## src/rtl/if_pkg.sv

```systemverilog
// ============================================================================
// Module : if_pkg
// Brief  : Shared types and constants for the instruction fetch unit.
// Rev    : 1.0 - initial release
// ============================================================================
`default_nettype none

package if_pkg;

    localparam int ILEN        = 32;
    localparam int INSTR_BYTES = 4;
    // Widest supported PC; narrower PCs are zero-extended inside buffer entries.
    localparam int PC_W        = 64;

    typedef struct packed {
        logic [PC_W-1:0] pc;
        logic [ILEN-1:0] instr;
    } fetch_entry_t;

    function automatic logic is_misaligned(input logic [1:0] i_lsb);
        return |i_lsb;
    endfunction

endpackage

`default_nettype wire

```

## src/rtl/fetch_buffer.sv

```systemverilog
// ============================================================================
// Module : fetch_buffer
// Brief  : Two-entry shift FIFO of {pc, instr} pairs with push/pop/flush.
// Rev    : 1.0 - initial release
// ============================================================================
`default_nettype none

module fetch_buffer
    import if_pkg::*;
#(
    parameter int DEPTH = 2
) (
    input  logic         clk,
    input  logic         rst_n,
    input  logic         i_push,
    input  fetch_entry_t i_entry,
    input  logic         i_pop,
    input  logic         i_flush,
    output fetch_entry_t o_head,
    output logic [1:0]   o_count,
    output logic         o_full,
    output logic         o_empty
);

    localparam logic [1:0] c_DEPTH = 2'(DEPTH);

    fetch_entry_t r_slot0;
    fetch_entry_t r_slot1;
    logic [1:0]   r_count;

    logic w_do_pop;
    logic w_do_push;

    assign o_empty   = (r_count == 2'd0);
    assign o_full    = (r_count == c_DEPTH);
    assign w_do_pop  = i_pop & ~o_empty;
    // A full buffer still accepts a push when the head leaves in the same cycle.
    assign w_do_push = i_push & (~o_full | w_do_pop);

    always_ff @(posedge clk or negedge rst_n) begin
        if (!rst_n) begin
            r_slot0 <= '0;
            r_slot1 <= '0;
            r_count <= 2'd0;
        end else if (i_flush) begin
            r_count <= 2'd0;
        end else begin
            case ({w_do_push, w_do_pop})
                2'b10: begin
                    if (r_count == 2'd0) begin
                        r_slot0 <= i_entry;
                    end else begin
                        r_slot1 <= i_entry;
                    end
                    r_count <= r_count + 2'd1;
                end
                2'b01: begin
                    // Popping the last entry leaves the head registers untouched.
                    if (r_count == 2'd2) begin
                        r_slot0 <= r_slot1;
                    end
                    r_count <= r_count - 2'd1;
                end
                2'b11: begin
                    if (r_count == 2'd1) begin
                        r_slot0 <= i_entry;
                    end else begin
                        r_slot0 <= r_slot1;
                        r_slot1 <= i_entry;
                    end
                end
                default: begin
                end
            endcase
        end
    end

    assign o_head  = r_slot0;
    assign o_count = r_count;

endmodule

`default_nettype wire

```

## src/rtl/instr_fetch_unit.sv

```systemverilog
// ============================================================================
// Module : instr_fetch_unit
// Brief  : Fetch PC, imem request, redirect/fault handling and decode handshake.
// Rev    : 1.0 - initial release
// ============================================================================
`default_nettype none

module instr_fetch_unit
    import if_pkg::*;
#(
    parameter int          N        = 64,
    parameter logic [63:0] RESET_PC = 64'h0,
    parameter int          DEPTH    = 2
) (
    input  logic            clk,
    input  logic            rst_n,
    output logic [N-1:0]    imem_addr,
    input  logic [31:0]     imem_instr,
    input  logic            redirect_valid,
    input  logic [N-1:0]    redirect_pc,
    output logic            if_valid,
    input  logic            if_ready,
    output logic [N-1:0]    if_pc,
    output logic [31:0]     if_instr,
    output logic            fetch_fault
);

    localparam logic [N-1:0] c_RESET_PC = RESET_PC[N-1:0] & ~N'(3);

    logic [N-1:0] r_fetch_pc;
    logic         r_fault;

    logic         w_pop;
    logic         w_fetch;
    logic         w_full;
    logic         w_empty;
    logic [1:0]   w_count;
    fetch_entry_t w_push_entry;
    fetch_entry_t w_head;

    assign w_pop   = ~w_empty & if_ready;
    assign w_fetch = ~r_fault & ~redirect_valid & (~w_full | w_pop);

    always_comb begin
        w_push_entry       = '0;
        w_push_entry.pc    = PC_W'(r_fetch_pc);
        w_push_entry.instr = imem_instr;
    end

    always_ff @(posedge clk or negedge rst_n) begin
        if (!rst_n) begin
            r_fetch_pc <= c_RESET_PC;
            r_fault    <= 1'b0;
        end else if (redirect_valid) begin
            r_fetch_pc <= redirect_pc;
            r_fault    <= is_misaligned(redirect_pc[1:0]);
        end else if (w_fetch) begin
            r_fetch_pc <= r_fetch_pc + N'(INSTR_BYTES);
        end
    end

    // A redirect flushes the buffer, discarding even an entry being popped.
    fetch_buffer #(
        .DEPTH   (DEPTH)
    ) u_fetch_buffer (
        .clk     (clk),
        .rst_n   (rst_n),
        .i_push  (w_fetch),
        .i_entry (w_push_entry),
        .i_pop   (w_pop),
        .i_flush (redirect_valid),
        .o_head  (w_head),
        .o_count (w_count),
        .o_full  (w_full),
        .o_empty (w_empty)
    );

    logic w_count_unused;
    assign w_count_unused = ^w_count;

    assign imem_addr   = r_fetch_pc;
    assign if_valid    = ~w_empty;
    assign if_pc       = w_head.pc[N-1:0];
    assign if_instr    = w_head.instr;
    assign fetch_fault = r_fault;

endmodule

`default_nettype wire

```

## config.mk

```make
export PLATFORM = sky130hd
export DESIGN_NAME = instr_fetch_unit
export DESIGN_NICKNAME = d
export VERILOG_FILES = /design/src/rtl/if_pkg.sv /design/src/rtl/fetch_buffer.sv /design/src/rtl/instr_fetch_unit.sv
export SDC_FILE = /design/constraint.sdc
export NUM_CORES = 1
export LEC_CHECK = 0
export CAP_MARGIN = 25
export CORE_ASPECT_RATIO = 1.5
export CORE_MARGIN = 3
export CORE_UTILIZATION = 50
export DETAILED_ROUTE_END_ITERATION = 16
export PLACE_DENSITY_LB_ADDON = 0.08
export RECOVER_POWER = 50
export SYNTH_ARGS = -nofsm -noshare
export SYNTH_HDL_FRONTEND = slang
export SYNTH_SLANG_ARGS = --single-unit
```

## constraint.sdc

```tcl
create_clock -name clk -period 4.6 [get_ports clk]
set_clock_uncertainty 0.1 [all_clocks]
set_input_delay 0.92 -clock clk [delete_from_list [all_inputs] [get_ports clk]]
set_output_delay 0.92 -clock clk [all_outputs]
set_load 0.02 [all_outputs]
```

Word level (Yosys, flattened, before mapping)
Index checks and enable logic that the tools add are counted.
Widths: inputs -> output; s select.
{"block": "totals", "register_bits": 259, "elab_cells": 49}
{"block": "op_classes", "n_addsub": 3, "n_eq_ne": 9, "muxes": 11, "bitwise_logic": 11, "reduce_logical": 8}
{"cell": "$mux 96", "count": 5}
{"cell": "$pmux 96 s3", "count": 1}
{"cell": "$pmux 96 s2", "count": 1}
{"cell": "$mux 64", "count": 2}
{"cell": "$add 64x3->64 const B", "count": 1}
{"cell": "$reduce_and 4->1", "count": 2}
{"cell": "$eq 2x2->1 const B", "count": 3}
{"cell": "$reduce_bool 3->1", "count": 2}
{"cell": "$and 1x1->1", "count": 5}
{"cell": "$eq 2x1->1 const B", "count": 2}
{"cell": "$ne 2x1->1 const B", "count": 2}
{"cell": "$ne 2x2->1 const B", "count": 2}
{"cell": "$not 1->1", "count": 4}
{"cell": "$pmux 2 s2", "count": 1}
{"cell": "$reduce_bool 2->1", "count": 2}
{"cell": "$add 2x1->2 const B", "count": 1}
{"cell": "$logic_not 2->1", "count": 1}
{"cell": "$mux 2", "count": 1}
{"cell": "$or 1x1->1", "count": 2}
{"cell": "$reduce_or 2->1", "count": 1}
{"cell": "$sub 2x1->2 const B", "count": 1}

Longest topological paths before layout
{"block": "logic_depth", "depth_word": 9, "ltp_mapped": 10}

By module
A second synthesis with hierarchy kept.
{"block": "unflattened", "cells_unflattened": 1112, "hier_area_um2": 12421.9}
{"module": "fetch_buffer", "n_inst": 1, "cells_per_inst": 643, "area_per_inst_um2": 8360.5, "seq_area_each_um2": 4854.7}
{"module": "instr_fetch_unit", "n_inst": 1, "cells_per_inst": 469, "area_per_inst_um2": 4061.4, "seq_area_each_um2": 1626.6}

Least setup slack after synthesis
No wires, ideal clock.
{"block": "synth_path", "path_kind": "input to register", "from": "input port if_ready", "to": "register u_fetch_buffer.r_slot1[16] (netlist name)", "t_arrival_ns": 2.549, "t_required_ns": 4.375, "setup_slack_ns": 1.826, "stages": 8, "n_path_buf": 4, "cell_sequence": "nand2b_1 -> clkbuf_1 -> a21oi_1 -> and4_1 -> buf_2 -> buf_2 -> buf_4 -> mux2_2"}
{"block": "synth_between", "elab_chain_len": 7}
{"element": "start: declaration", "line": "instr_fetch_unit.sv:22", "rtl": "input logic if_ready,"}
{"element": "$and 1x1->1 *", "line": "instr_fetch_unit.sv:41", "rtl": "assign w_pop = ~w_empty & if_ready;"}
{"element": "$or 1x1->1 / $and 1x1->1 (equally long branches)", "line": "instr_fetch_unit.sv:42, fetch_buffer.sv:36"}
{"element": "$and 1x1->1 / $or 1x1->1 (equally long branches)", "line": "instr_fetch_unit.sv:42, fetch_buffer.sv:38"}
{"element": "$and 1x1->1", "line": "fetch_buffer.sv:38", "rtl": "assign w_do_push = i_push & (~o_full | w_do_pop);"}
{"element": "$eq 2x2->1", "line": "fetch_buffer.sv:48", "rtl": "case ({w_do_push, w_do_pop})"}
{"element": "$ne 2x2->1 (no source line) / $reduce_bool 2->1 (equally long branches)"}
{"element": "$reduce_and 4->1 (no source line)"}
{"element": "end signal: assignment", "line": "fetch_buffer.sv:53", "rtl": "r_slot1 <= i_entry;"}
{"element": "end signal: assignment", "line": "fetch_buffer.sv:69", "rtl": "r_slot1 <= i_entry;"}
{"element": "end: declaration", "line": "fetch_buffer.sv:28", "rtl": "fetch_entry_t r_slot1;"}
Mark *: on every way between the ends. The rest lies on a longest branch, timed or not.
A chain may end at the register's enable or synchronous reset.

Worst setup path after layout
{"block": "layout_path", "from": "input port redirect_valid", "to": "register u_fetch_buffer.r_slot0 (netlist bit u_fetch_buffer.o_head[87])"}
{"block": "layout_between", "elab_chain_len": 7}
{"element": "start: declaration", "line": "instr_fetch_unit.sv:19", "rtl": "input logic redirect_valid,"}
{"element": "$not 1->1 (no source line) *"}
{"element": "$and 1x1->1 (2 in a row)", "line": "instr_fetch_unit.sv:42", "rtl": "assign w_fetch = ~r_fault & ~redirect_valid & (~w_full | w_pop);"}
{"element": "$and 1x1->1", "line": "fetch_buffer.sv:38"}
{"element": "$eq 2x1->1 / $eq 2x2->1 (equally long branches)", "line": "fetch_buffer.sv:48"}
{"element": "$ne 2x1->1 (no source line) / $reduce_bool 3->1 (equally long branches)"}
{"element": "$reduce_and 4->1 (no source line)"}
{"element": "end signal: assignment", "line": "fetch_buffer.sv:51", "rtl": "r_slot0 <= i_entry;"}
{"element": "end signal: assignment", "line": "fetch_buffer.sv:60", "rtl": "r_slot0 <= r_slot1;"}
{"element": "end signal: assignment", "line": "fetch_buffer.sv:66", "rtl": "r_slot0 <= i_entry;"}
{"element": "end: declaration", "line": "fetch_buffer.sv:27", "rtl": "fetch_entry_t r_slot0;"}
Marks and branches as above.

==> results by group <==
Run status
  • Status: complete, but fails checks
  • Failing checks: max-capacitance violations, max-slew violations

Worst setup path
  • Worst Setup Start Kind: primary input
  • Worst EP required: 4860 ps
  • Reg2Reg Capture Point: imem_addr[56]
  • Worst EP arrival: 3800 ps
  • Worst R2R Setup Slack: roughly 1400 ps
  • Worst Setup End Kind: flop
  • CP max FO: 192
  • R2R Path Start: u_fetch_buffer.o_count[1]
  • Reg2Reg Depth: 7
  • Critical path class: in -> reg

Finish
  • Area Overhead vs Synth: 30.81%
  • Final instance area: 15570 µm²
  • Nets@finish: between 1000 and 1500
  • Non-Filler Instances: 1655
  • Share of cells above drive strength 1: 12.26%
  • Layout fillers: 1933
  • Util after Layout: 67.02%

Min path
  • Worst hold start: u_fetch_buffer.r_slot1[95]
  • HP Class: reg -> reg
  • Hold-critical path endpoint: u_fetch_buffer.r_slot1[95]
  • Hold path depth: 1

Logic synthesis
  • Post-synth top area cell: dfrtp_1
  • Dominant synthesized flop cell: dfrtp_1
  • Post-synthesis sequential area ratio: 54.46%
  • Netlist cell types: 50
  • Synth top area share: 54.46%
  • Count leader, synth: dfrtp_1
  • EDFF count, synth: 0
  • Top cells by area, synth: dfrtp_1, mux2_2, mux2i_1
  • Yosys synthesis warning count: 0
  • Area of the mapped netlist: 11900 µm²
  • Average size of a mapped cell: 10.91 µm²
  • Synth Instances: 1091
  • Post-synth top cells: dfrtp_1, nor2_1, a21oi_1
  • Post-synth ARST share: 100.0%
  • Syn Nets: 1195
  • Flop and latch count out of synthesis: 259

Die
  • Die Span Y: 194.9 µm
  • CORE AREA: 23230 µm²
  • Starting density of the core: 51.23%
  • Rows: 68
  • Die area: approximately 26000 µm²
  • Io pins: between 200 and 300
  • Die W: 132.0 µm

Global routing
  • Number of global-route vias before repair: 9469
  • First-pass GRT wire length: 50300 µm
  • GRT Overall Usage: approximately a quarter
  • Grt ovf: 0
  • Largest net degree at the start of global routing: 193
  • Initial antenna violation count: 4

Clock tree
  • H-tree levels: 1
  • Root Buffer: clkbuf_16
  • Register clock-pin slew on the reported worst setup and hold paths: 60 ps
  • Cells resized by post-CTS repair: 0
  • Post-CTS setup buffer count: 0
  • Clk Latency, worst-skew pair: roughly 520 ps
  • CTS tree: yes
  • Worst-case clock buffer depth: 3
  • Num Clock Sinks: 259
  • CTS buffer count: 25
  • Hold buffers post-CTS: 0

STA
  • Final Hold Vio Count: 0
  • Tmin final: 3544 ps
  • Slew Limit Fails: 177
  • Endpoints failing setup: 0
  • Setup_tns: 0 ps
  • F_max: around 0.28 GHz
  • Final period utilization: 77.05%
  • Final hold slack: approximately 400 ps
  • RSZ-0062 raised after global routing: false
  • Worst-Margin Slew: 2802 ps
  • Max-Slew Margin vs Limit: -86.82%

Pwr
  • Pwr Density: 585.0 nW/µm²
  • Worst VDD drop: 0.3685 mV
  • Leakage: 6.104 nW

Drt
  • Drt first pass iters: 5
  • Mean routed wirelength per cell: 18.43 µm
  • Vias/cell: 5.569
  • Total Wirelength: 30510 µm
  • Post-route DRC: 0
  • Vias post-DR: 9216
  • DRT iter0 DRCs: 478
  • Number of nets with antenna violations after routing: 0

Place
  • GPL Wtd Cong: 0.8694
  • # port buffers: 261
  • Placed Area: 14770 µm²
  • Placed cells: between 1500 and 2000
  • Detailed-placement wirelength estimate: about 21000 µm

Flow run
  • Max-Cap Viols: 2
registers in the layout, indices dropped and copies added (netlist names):
signal,count
imem_addr,64
u_fetch_buffer.r_slot1,96
u_fetch_buffer.o_head,96
fetch_fault,1
u_fetch_buffer.o_count,2
worst max-delay path, stage by stage:
cell      delay [ps]
clkbuf_1         100
clkbuf_1        1830
a211oi_4         -20
buf_12           360
nor2_1           270
a21oi_1           70
per-stage QoR:
step	setup WS [ps]	power, mW
finish	1056	9.106
global placement	883.2	7.126
global route	721.0	9.661
floorplan	1826	5.706
CTS	1300	9.313
detailed placement	757.2	7.233
power breakdown:
part | internal [mW] | switching [mW] | total [mW]
clock network | 1.19 | 0.861 | 2.05
registers | 3.18 | 0.533 | 3.71
logic | 1.65 | 1.70 | 3.35
worst max-delay path by stage:
stage                        start                    endpoint  slack (ps)  depth (start not counted)
detailed placement        if_ready               imem_addr[56]         760                          6
CTS                       if_ready               imem_addr[56]        1300                          6
global placement          if_ready               imem_addr[56]         880                          6
finish              redirect_valid   u_fetch_buffer.o_head[87]        1060                          6
global route        redirect_valid  u_fetch_buffer.r_slot1[71]         720                          6
floorplan                 if_ready  u_fetch_buffer.r_slot1[16]        1830                          8
layout by cell type (no fill, tap or decap), types with 14 or more instances in the layout:
cell               n
a21oi_1           98
a31oi_1           32
clkbuf_16         25
clkdlybuf4s50_1  198
dfrtp_1          259
dlygate4sd3_1     61
mux2_2            98
mux2i_1           97
nand2_1           57
nand3_1           26
nand4_1           21
nor2_1           141
o21ai_0           44
o31ai_1           14
or3_1             15
or4_1             19
layer usage:
layer / track usage [%] / up-vias / part of all wire [%]
li1: - / 4373 / -
met1: 28.95 / 4566 / 40
met2: 42.46 / 226 / 52
met3: 5.153 / 47 / 5.8
met4: 5.761 / 4 / 2.1
met5: 0 / - / 0.12
cell families after synthesis:
group           count (synthesis)  share of synthesized area [%]
fa+ha+maj                       4                         0.4206
flops                         259                          54.46
simple gates                  323                          13.24
buf+inv                        81                          3.007
xor+xnor                       26                          1.914
compound gates                203                          9.526
mux                           195                          17.43
cell type report:
type                       count  area (µm²)  share of cell area (%)
antenna                        2       5.005                 0.03215
clock buffer                  34       709.4                   4.558
clock inverter                 9       101.3                  0.6511
inverter                      13       48.80                  0.3135
multi-input combinational    751        5087                   32.68
sequential                   259        6481                   41.64
tap                          315       394.1                   2.532
timing repair buffer         272        2739                   17.60
Power figures use the tool's default switching activity.
==> edit: new RTL, config.mk and constraints unchanged <==
Register the output `fetch_fault` once more; this adds one clock of latency there. The other outputs are not delayed to match.
--- a/src/rtl/instr_fetch_unit.sv
+++ b/src/rtl/instr_fetch_unit.sv
@@ -84,3 +84,5 @@
     assign if_instr    = w_head.instr;
-    assign fetch_fault = r_fault;
+    always_ff @(posedge clk) begin
+        fetch_fault <= r_fault;
+    end
 
Check against the original RTL: not equivalent (a bounded check fails within 4 cycles, from zero or initial values and one cycle with rst_n low).
==> edit against the unedited design <==
  * The run still ends with capacitance limit, slew limit left
  * Total power rose by 1.5%
  * Design area is 0.89% higher
  * Wire length rose by 0.37%
  * Area after synthesis is 0.17% higher
  * Count of clock-buffer cells in the layout increased by 6
  * Sequential cell count is 1 higher
  * Setup slack improved by 0.085 ns
  * Die area is 0.16% higher
  * Non-clock buffer count increased by 5
  * Largest cell class unchanged
  * Largest power group unchanged
==> edit: results (changes against the unedited design) <==
All-layer global routing usage = 0.236 (about the same)
Placer Congestion = 0.858 (-1.3%)
Number of fillers in the final layout = 1848 (-4.4%)
Synth Area in Compound Gates = 0.0951 (-0.000160)
Adder-cell share of the synthesized area = 0.00420 (-0.00000706)
Unique masters post-synth = 51 (+2.0%)
Vias per inst = 5.53 (-0.69%)
Failing checks = capacitance limit, slew limit
Fraction of layout cells with a size suffix above 1 = 0.128 (+0.00493)
Mux cell area share after synthesis = 0.174 (-0.000293)
Delay of the slowest critical-path stage = 0.80 ns (-1.03 ns)
Mean Syn Cell Area = 10.9 um^2 (about the same)
Switch Pwr = 3.13 mW (+1.0%)
Number of max-cap violations = 1 (-1)
CP top delay family = simple AND/OR/NAND/NOR gates
Post-synthesis xor/xnor area fraction = 0.0191 (-0.0000321)
Post-synthesis sequential area ratio = 0.545 (+0.000765)
Net Count, Synth = 1196 (+0.084%)
Leakage Power = 6.16 nW (+0.95%)
Largest net degree at the start of global routing = 124 (-36%)
Non-clk buf share = 0.179 (+0.00267)
Worst IR Drop VDD = 0.361 mV (-2.1%)
Pre-CTS setup slack = 0.860 ns (+0.103 ns)
Slew Viols, Final = 123 (-31%)
DP Wirelength = 21.0 mm (+1.5%)
CTS buffer count = 26 (+4.0%)
Detailed Route Iter0 Violations = 548 (+15%)
Register area = 6500 um^2 (+0.31%)
CLK BUF = 40 (+18%)
Dpl cells = 1616 (+0.37%)
Repair and plain buffers = 277 (+1.8%)
First-pass GRT wire length = 50.3 mm (about the same)
Status = finished, violations left
Clock-cell share of area = 0.0550 (+0.00289)
Final layout net count = 1433 (+0.49%)
-- edit: power groups by stage --
stage / combinational, mW / clock (mW) / sequential [mW]
3_3_place_gp: 3.42 / 0 / 3.74
6_report: 3.37 / 2.15 / 3.72
3_5_place_dp: 3.49 / 0 / 3.77
5_1_grt: 3.66 / 2.28 / 3.85
4_1_cts: 3.51 / 2.19 / 3.74
2_1_floorplan: 1.48 / 0 / 4.23
-- edit: path summary, 6_finish.rpt --
| path | startpoint | to | slack (ns) | depth (start not counted) |
|---|---|---|---|---|
| min reg2reg | r_fault$_DFFE_PN0P_ | fetch_fault$_DFF_P_ | 0.40 | 0 |
| min in group asynchronous | rst_n | u_fetch_buffer.o_head[14]$_DFFE_PN0P_ | 1.28 | 1 |
| max reg2reg | u_fetch_buffer.o_count[1]$_DFFE_PN0P_ | imem_addr[56]$_DFFE_PN0P_ | 1.30 | 7 |
| min | r_fault$_DFFE_PN0P_ | fetch_fault$_DFF_P_ | 0.40 | 0 |
| max | if_ready | imem_addr[56]$_DFFE_PN0P_ | 1.14 | 6 |
| max in group asynchronous | rst_n | imem_addr[51]$_DFFE_PN0P_ | 1.17 | 2 |
-- edit: stage by stage --
| stage | area [um^2] | util | hold slack (ns) | power [mW] |
|---|---|---|---|---|
| after floorplan | 11900 | - | 0.314 | 5.72 |
| after global placement | 14900 | 0.639 | 0.365 | 7.16 |
| after detailed placement | 14900 | 0.639 | 0.386 | 7.26 |
| after CTS | 15700 | 0.677 | 0.402 | 9.44 |
| after global routing | 15700 | 0.676 | 0.414 | 9.79 |
| final | 15700 | 0.676 | 0.398 | 9.24 |
-- edit: metal layers --
metal  wire, um  GRT usage
met5         31          0
met4        695     0.0650
met3       1760     0.0577
met2      15700      0.407
met1      12500      0.298
